## config.mk

```make
export PLATFORM = sky130hd
export DESIGN_NAME = reg_file_flat
export DESIGN_NICKNAME = d
export VERILOG_FILES = /design/src/rtl/reg_file_if.sv /design/src/rtl/reg_file.sv /design/src/flat_wrapper.sv
export SDC_FILE = /design/constraint.sdc
export NUM_CORES = 2
export LEC_CHECK = 0
export ABC_CLOCK_PERIOD_IN_PS = 2300
export CAP_MARGIN = 5
export CORE_ASPECT_RATIO = 2
export CORE_MARGIN = 5
export CORE_UTILIZATION = 55
export CTS_BUF_LIST = sky130_fd_sc_hd__clkbuf_4
export DETAILED_ROUTE_END_ITERATION = 10
export PLACE_DENSITY = 0.79
export RECOVER_POWER = 50
export SLEW_MARGIN = 40
export SYNTH_ARGS = -nofsm -noshare
export SYNTH_HDL_FRONTEND = slang
export SYNTH_SLANG_ARGS = --single-unit
```

## constraint.sdc

```tcl
create_clock -name clk -period 2.3 [get_ports clk]
set_input_delay 0.23 -clock clk [delete_from_list [all_inputs] [get_ports clk]]
set_output_delay 0.23 -clock clk [all_outputs]
set_load 0.05 [all_outputs]
```

## src/rtl/reg_file_if.sv

```systemverilog
// Register-file port bundle: two read address/data pairs, one write port and the commit counter.
// Writes commit on the rising clk edge when reg_write=1 and write_reg!=0; reads are combinational with no handshake.
interface reg_file_if #(
    parameter int DATA_W = 32,
    parameter int ADDR_W = 5
) ();
    logic [ADDR_W-1:0] read_reg1;
    logic [ADDR_W-1:0] read_reg2;
    logic [ADDR_W-1:0] write_reg;
    logic [DATA_W-1:0] write_data;
    logic              reg_write;
    logic [DATA_W-1:0] read_data1;
    logic [DATA_W-1:0] read_data2;
    logic [15:0]       write_cnt;

    modport master (
        output read_reg1, read_reg2, write_reg, write_data, reg_write,
        input  read_data1, read_data2, write_cnt
    );

    modport slave (
        input  read_reg1, read_reg2, write_reg, write_data, reg_write,
        output read_data1, read_data2, write_cnt
    );
endinterface

```

## src/rtl/reg_file.sv

```systemverilog
// MIPS integer register file: 2**ADDR_W x DATA_W, two combinational read ports, one clocked write port,
// r0 hardwired to zero, optional same-cycle write-to-read forwarding and a saturating commit counter.
module reg_file #(
    parameter int DATA_W = 32,
    parameter int ADDR_W = 5,
    parameter bit BYPASS = 1'b1
) (
    input  logic       clk,
    input  logic       rst_n,
    reg_file_if.slave  bus
);
    localparam int DEPTH = 1 << ADDR_W;

    logic [DATA_W-1:0] regs [DEPTH];
    logic [15:0]       cnt;
    logic              commit;
    logic [DATA_W-1:0] rd1;
    logic [DATA_W-1:0] rd2;

    assign commit = bus.reg_write && (bus.write_reg != '0);

    always_ff @(posedge clk or negedge rst_n) begin
        if (!rst_n) begin
            for (int i = 0; i < DEPTH; i++) begin
                regs[i] <= '0;
            end
        end else if (commit) begin
            regs[bus.write_reg] <= bus.write_data;
        end
    end

    always_ff @(posedge clk or negedge rst_n) begin
        if (!rst_n) begin
            cnt <= '0;
        end else if (commit && (cnt != 16'hFFFF)) begin
            cnt <= cnt + 16'd1;
        end
    end

    // Forwarding is suppressed in reset so both ports read zero while rst_n is low.
    always_comb begin
        rd1 = '0;
        rd2 = '0;
        if (bus.read_reg1 != '0) begin
            rd1 = regs[bus.read_reg1];
            if (BYPASS && rst_n && commit && (bus.write_reg == bus.read_reg1)) begin
                rd1 = bus.write_data;
            end
        end
        if (bus.read_reg2 != '0) begin
            rd2 = regs[bus.read_reg2];
            if (BYPASS && rst_n && commit && (bus.write_reg == bus.read_reg2)) begin
                rd2 = bus.write_data;
            end
        end
    end

    assign bus.read_data1 = rd1;
    assign bus.read_data2 = rd2;
    assign bus.write_cnt  = cnt;
endmodule

```

## src/flat_wrapper.sv

```systemverilog
// flat-port wrapper written by rule: the top's interface ports become plain ports
module reg_file_flat 
#(
    parameter int DATA_W = 32,
    parameter int ADDR_W = 5,
    parameter bit BYPASS = 1'b1
)
  (clk, rst_n, bus_read_reg1, bus_read_reg2, bus_write_reg, bus_write_data, bus_reg_write, bus_read_data1, bus_read_data2, bus_write_cnt);
  reg_file_if #(.DATA_W(DATA_W), .ADDR_W(ADDR_W)) bus_i ();
  input  logic clk;
  input  logic rst_n;
  input wire logic [$bits(bus_i.read_reg1)-1:0] bus_read_reg1;
  input wire logic [$bits(bus_i.read_reg2)-1:0] bus_read_reg2;
  input wire logic [$bits(bus_i.write_reg)-1:0] bus_write_reg;
  input wire logic [$bits(bus_i.write_data)-1:0] bus_write_data;
  input wire logic [$bits(bus_i.reg_write)-1:0] bus_reg_write;
  output wire logic [$bits(bus_i.read_data1)-1:0] bus_read_data1;
  output wire logic [$bits(bus_i.read_data2)-1:0] bus_read_data2;
  output wire logic [$bits(bus_i.write_cnt)-1:0] bus_write_cnt;
  assign bus_i.read_reg1 = bus_read_reg1;
  assign bus_i.read_reg2 = bus_read_reg2;
  assign bus_i.write_reg = bus_write_reg;
  assign bus_i.write_data = bus_write_data;
  assign bus_i.reg_write = bus_reg_write;
  assign bus_read_data1 = bus_i.read_data1;
  assign bus_read_data2 = bus_i.read_data2;
  assign bus_write_cnt = bus_i.write_cnt;
  reg_file #(.DATA_W(DATA_W), .ADDR_W(ADDR_W), .BYPASS(BYPASS)) u_core (.clk(clk), .rst_n(rst_n), .bus(bus_i));
endmodule
```

==> flow_results.org <==
** Run status
- Run status :: complete, but fails checks
- The checks that failed: capacitance limit, slew limit, setup timing.

** Power
- Cell leakage power :: around 30 nW
- Worst vdd rail ir drop :: 563 µV
- Power spread over the standard cell area amounts to 796 nW/µm².
- The design draws 54.5 mW.

** Placement
- The HPWL after detailed placement is 129,000 µm.
- Once placement completed, the tool counted placed cells totaling 5,670.
- The count of buffers added on input and output ports is around 130.
- The congestion estimate from routability-driven global placement came to ~0.9.

** Die
- For this configuration, the core starts out at a cell density of 0.554.
- Full die area :: approximately 110,000 µm²
- Top-Level Pins :: 130
- The floorplan step defined a core boundary enclosing 102,000 µm².
- Row generation in the floorplan step produced 166 rows.
- From left edge to right edge, the die measures 237 µm.
- Die extent in y :: roughly 460 µm

** Yosys
- Summed over all instances, the cell type with the most area after synthesis is dfrtp_1.
- Synth Area per Inst :: 13.9 µm²
- The synthesized design contains 0 enable-type register cells.
- Synth cell types :: 56
- Share of the synthesized area in the top cell type :: 0.458
- Netlist Area Pre-Place :: 56,700 µm²
- Among all flip-flop cells after synthesis, the most frequent one is dfrtp_1.
- Post-synthesis instance total :: 4,082
- Number of synthesized register bits :: 1,039
- Async SR Flop Fraction :: 1.00
- Synthesis warning total :: 0
- Largest cells by area after synthesis :: dfrtp_1 (46%), mux2_2 (23%), mux4_2 (11%), mux2i_1 (5.5%), buf_2 (1.6%)
- Of the synthesized area, sequential elements account for 0.458.
- Synthesis produced a netlist with a net count of 4,133.

** Timing
- Period utilization :: 1.48
- Slew at the pin closest to its max-slew limit :: 1.83 ns
- Setup violations remaining at the end of the flow were counted as 1,186.
- Post-route minimum period :: ~3.4 ns
- Clk_skew :: 0.0135 ns
- The number of slew-limit violations in the final report is 32.
- Setup repair after global routing missed its margin :: yes
- Across all setup checks in the final design, the least slack found is -1.10 ns.
- The count of final hold-check violations came to 0.
- Achievable clock frequency :: between 0.2 and 0.3 GHz
- The worst pin sits at a relative slew slack of -0.222.
- After routing, the total negative slack on setup checks comes to -627.92 ns.

** Critical path
- Critical path class :: flop to output pin
- STA classifies the critical path endpoint as an output pin.
- Required arrival time at the worst endpoint :: 2.07 ns
- Worst path slowest cell :: mux4_2
- FF-to-FF End :: u_core.bus.write_cnt[1]
- In this design, the stage delay of the slowest critical-path cell is between 0.5 and 0.6 ns.
- Data on the critical path arrives at its endpoint at 3.17 ns.
- In this run the critical register-to-register path is launched from u_core.bus.write_cnt[8].
- Element type at the critical path start :: flop
- The setup check on the worst reg-to-reg path leaves a slack of between 0.5 and 0.6 ns.
- FF-to-FF path depth :: 5
- Cell chain of the critical path :: mux4_2 -> mux2i_4 -> nor2_4 -> nor4_2 -> buf_4 -> a21oi_2 -> buf_12
- Crit-path max FO :: 3

** Drt
- DRC violations left :: 0
- Via Count :: 42,800
- Dividing the detail-routed wire length by the instance count gives 31.6 µm.
- Number of iterations in the first detailed-routing pass :: 7
- Antenna violation net count after detailed routing :: 0
- Detailed Route WL :: 195,000 µm
- After the first detailed-routing iteration, the DRC count stood at a little under 4,000.
- In the routed layout, each cell is associated on average with a via count of ~6.9.

** Global route
- GRT Total Usage :: 0.348
- The first global-routing pass estimated 289,000 µm of wire.
- For this run the aggregate overflow at the end of global routing stands at 0.
- Entering global routing, the biggest net connects 131 pins.
- Number of antenna violations at the first check in global routing :: 4
- The via count of the first global-routing pass was 45,900.

** Min path
- Hold Startpoint :: bus_write_data[19]
- Number of instances on the worst hold path :: 3
- The worst hold path terminates at u_core.regs[179].
- The path class of the tightest hold or removal check is primary input to flop.

** Clock tree
- Counting along the longest clock path gives a buffer depth of 3.
- TritonCTS built the clock tree.
- CTS built an H-tree with a depth of 4.
- Clock tree synthesis inserted a total of 227 buffers.
- Clock-pin slew of the registers on the worst-case setup and hold paths :: roughly 0.080 ns
- The clock reaches the later pin of the worst-skew pair after 1.21 ns.
- In this run the clock root is driven by a clkbuf_4.
- The tree built by TritonCTS fans out to 1,039 sinks.

** Job
- Max-cap violations in this run came to 2.

** Cells and area
- Of the cells placed in the final design, the portion with a size suffix greater than 1 is 0.571.
- The layout has 6,893 filler cells.
- The area growth from synthesis to layout is 20.6%.
- Net count reported at finish :: 4,702
- Final cell count without fillers :: 6,170
cell families (layout without fill, tap and decap cells):
kind of cell	Yosys count	in the layout	synth area share
simple gates	314	314	0.0288
other cells	0	7	0
compound gates	455	455	0.0575
flops	1039	1039	0.458
fa+ha+maj	1	1	0.000221
buf+inv	463	1200	0.0388
xor+xnor	25	25	0.00386
mux	1785	1785	0.412
critical path, delay by kind of cell, from the launching register on:
kind / cells / cell delay, ns
mux: 2 / 0.74
flops: 1 / 0.41
simple gates: 2 / 0.38
buf+inv: 2 / 0.34
compound gates: 1 / 0.08
Yosys cell counts (3+ instances only):
cell          n
a2111oi_0    31
a211oi_1     70
a21oi_1      34
a22oi_1      91
and2_1        4
and4_1        3
buf_1        21
buf_12        4
buf_2       186
buf_4        34
buf_6         4
clkbuf_1    210
dfrtp_1    1039
mux2_1        4
mux2_2     1153
mux2i_1     311
mux4_1       32
mux4_2      285
nand2_1      27
nand2b_1      8
nand3_1      67
nand4_1       7
nand4b_1      4
nor2_1       81
nor2b_1      49
nor3_1       17
nor4_1       32
o2111ai_1    30
o21ai_0      60
o221a_1       3
o221a_2      27
o221ai_1      7
o22ai_1      93
xnor2_1      10
xor2_1       15
registers in the layout, summed over array words and instances (netlist names):
signal / count
u_core.regs: 1023
u_core.bus.write_cnt: 16
how the worst max path moves through the flow:
stage,cells past startpoint,from,end
2_1_floorplan,8,bus_read_reg2[0],bus_read_data2[31]
3_3_place_gp,8,bus_read_reg2[4],bus_read_data2[0]
3_5_place_dp,10,bus_read_reg2[0],bus_read_data2[24]
4_1_cts,7,u_core.regs[696],bus_read_data2[24]
5_1_grt,7,u_core.regs[658],bus_read_data2[18]
6_report,7,u_core.regs[653],bus_read_data2[13]
per-layer routing:
| metal | GRT usage | vias up | part of all wire |
|---|---|---|---|
| met2 | 0.561 | 2882 | 0.48 |
| met3 | 0.0915 | 1063 | 0.095 |
| li1 | - | 16900 | - |
| met1 | 0.389 | 21900 | 0.33 |
| met4 | 0.279 | 0 | 0.10 |
| met5 | 0 | - | 0 |
per-stage QoR:
stage	area (µm²)	utilization	worst slack, ns	hold slack [ns]
global route	68400	0.668	-1.20	0.0501
finish	68400	0.668	-1.10	0.102
floorplan	56900	-	-0.172	-0.0656
global placement	64600	0.631	-0.870	0.126
CTS	69000	0.674	-1.13	0.00753
detailed placement	64700	0.632	-0.786	0.125
placed cells by master (no fill, tap or decap), types with 19 or more instances in the layout:
cell	count
mux2i_4	21
clkdlybuf4s50_1	40
o21ai_0	58
a22oi_2	19
mux4_2	314
buf_6	23
mux2i_1	265
mux2_2	1151
a211oi_1	69
nand3_1	43
buf_4	451
buf_12	145
clkbuf_4	329
dfrtp_1	1039
nand2_1	24
nor2_1	66
a21oi_2	27
mux2i_2	25
nor2b_1	41
clkbuf_2	41
a22oi_1	72
o22ai_1	79
clkbuf_1	51
clkinv_1	56
power breakdown:
part,switching [mW],internal [mW]
Combinational,6.80,8.54
Clock,7.48,7.08
Sequential,2.84,21.7
Total,17.1,37.4
cell type report:
class,instances,area [µm²],area share
antenna,7,17.5,0.000256
tap,1344,1680,0.0246
clock buffer,322,2420,0.0353
clock inverter,75,453,0.00662
multi-input combinational,2580,30000,0.439
sequential,1039,26000,0.380
inverter,2,7.51,0.000110
timing repair buffer,801,7790,0.114
timing repair:
action | in CTS | in global routing
hold buffers | 18 | 0
hold endpoints to repair | 1270 | 0
buffers inserted | 72 | 24
resized for setup | 289 | 105
setup endpoints to repair | 80 | 64
pin swaps | 74 | 48
Power figures use the tool's default switching activity.
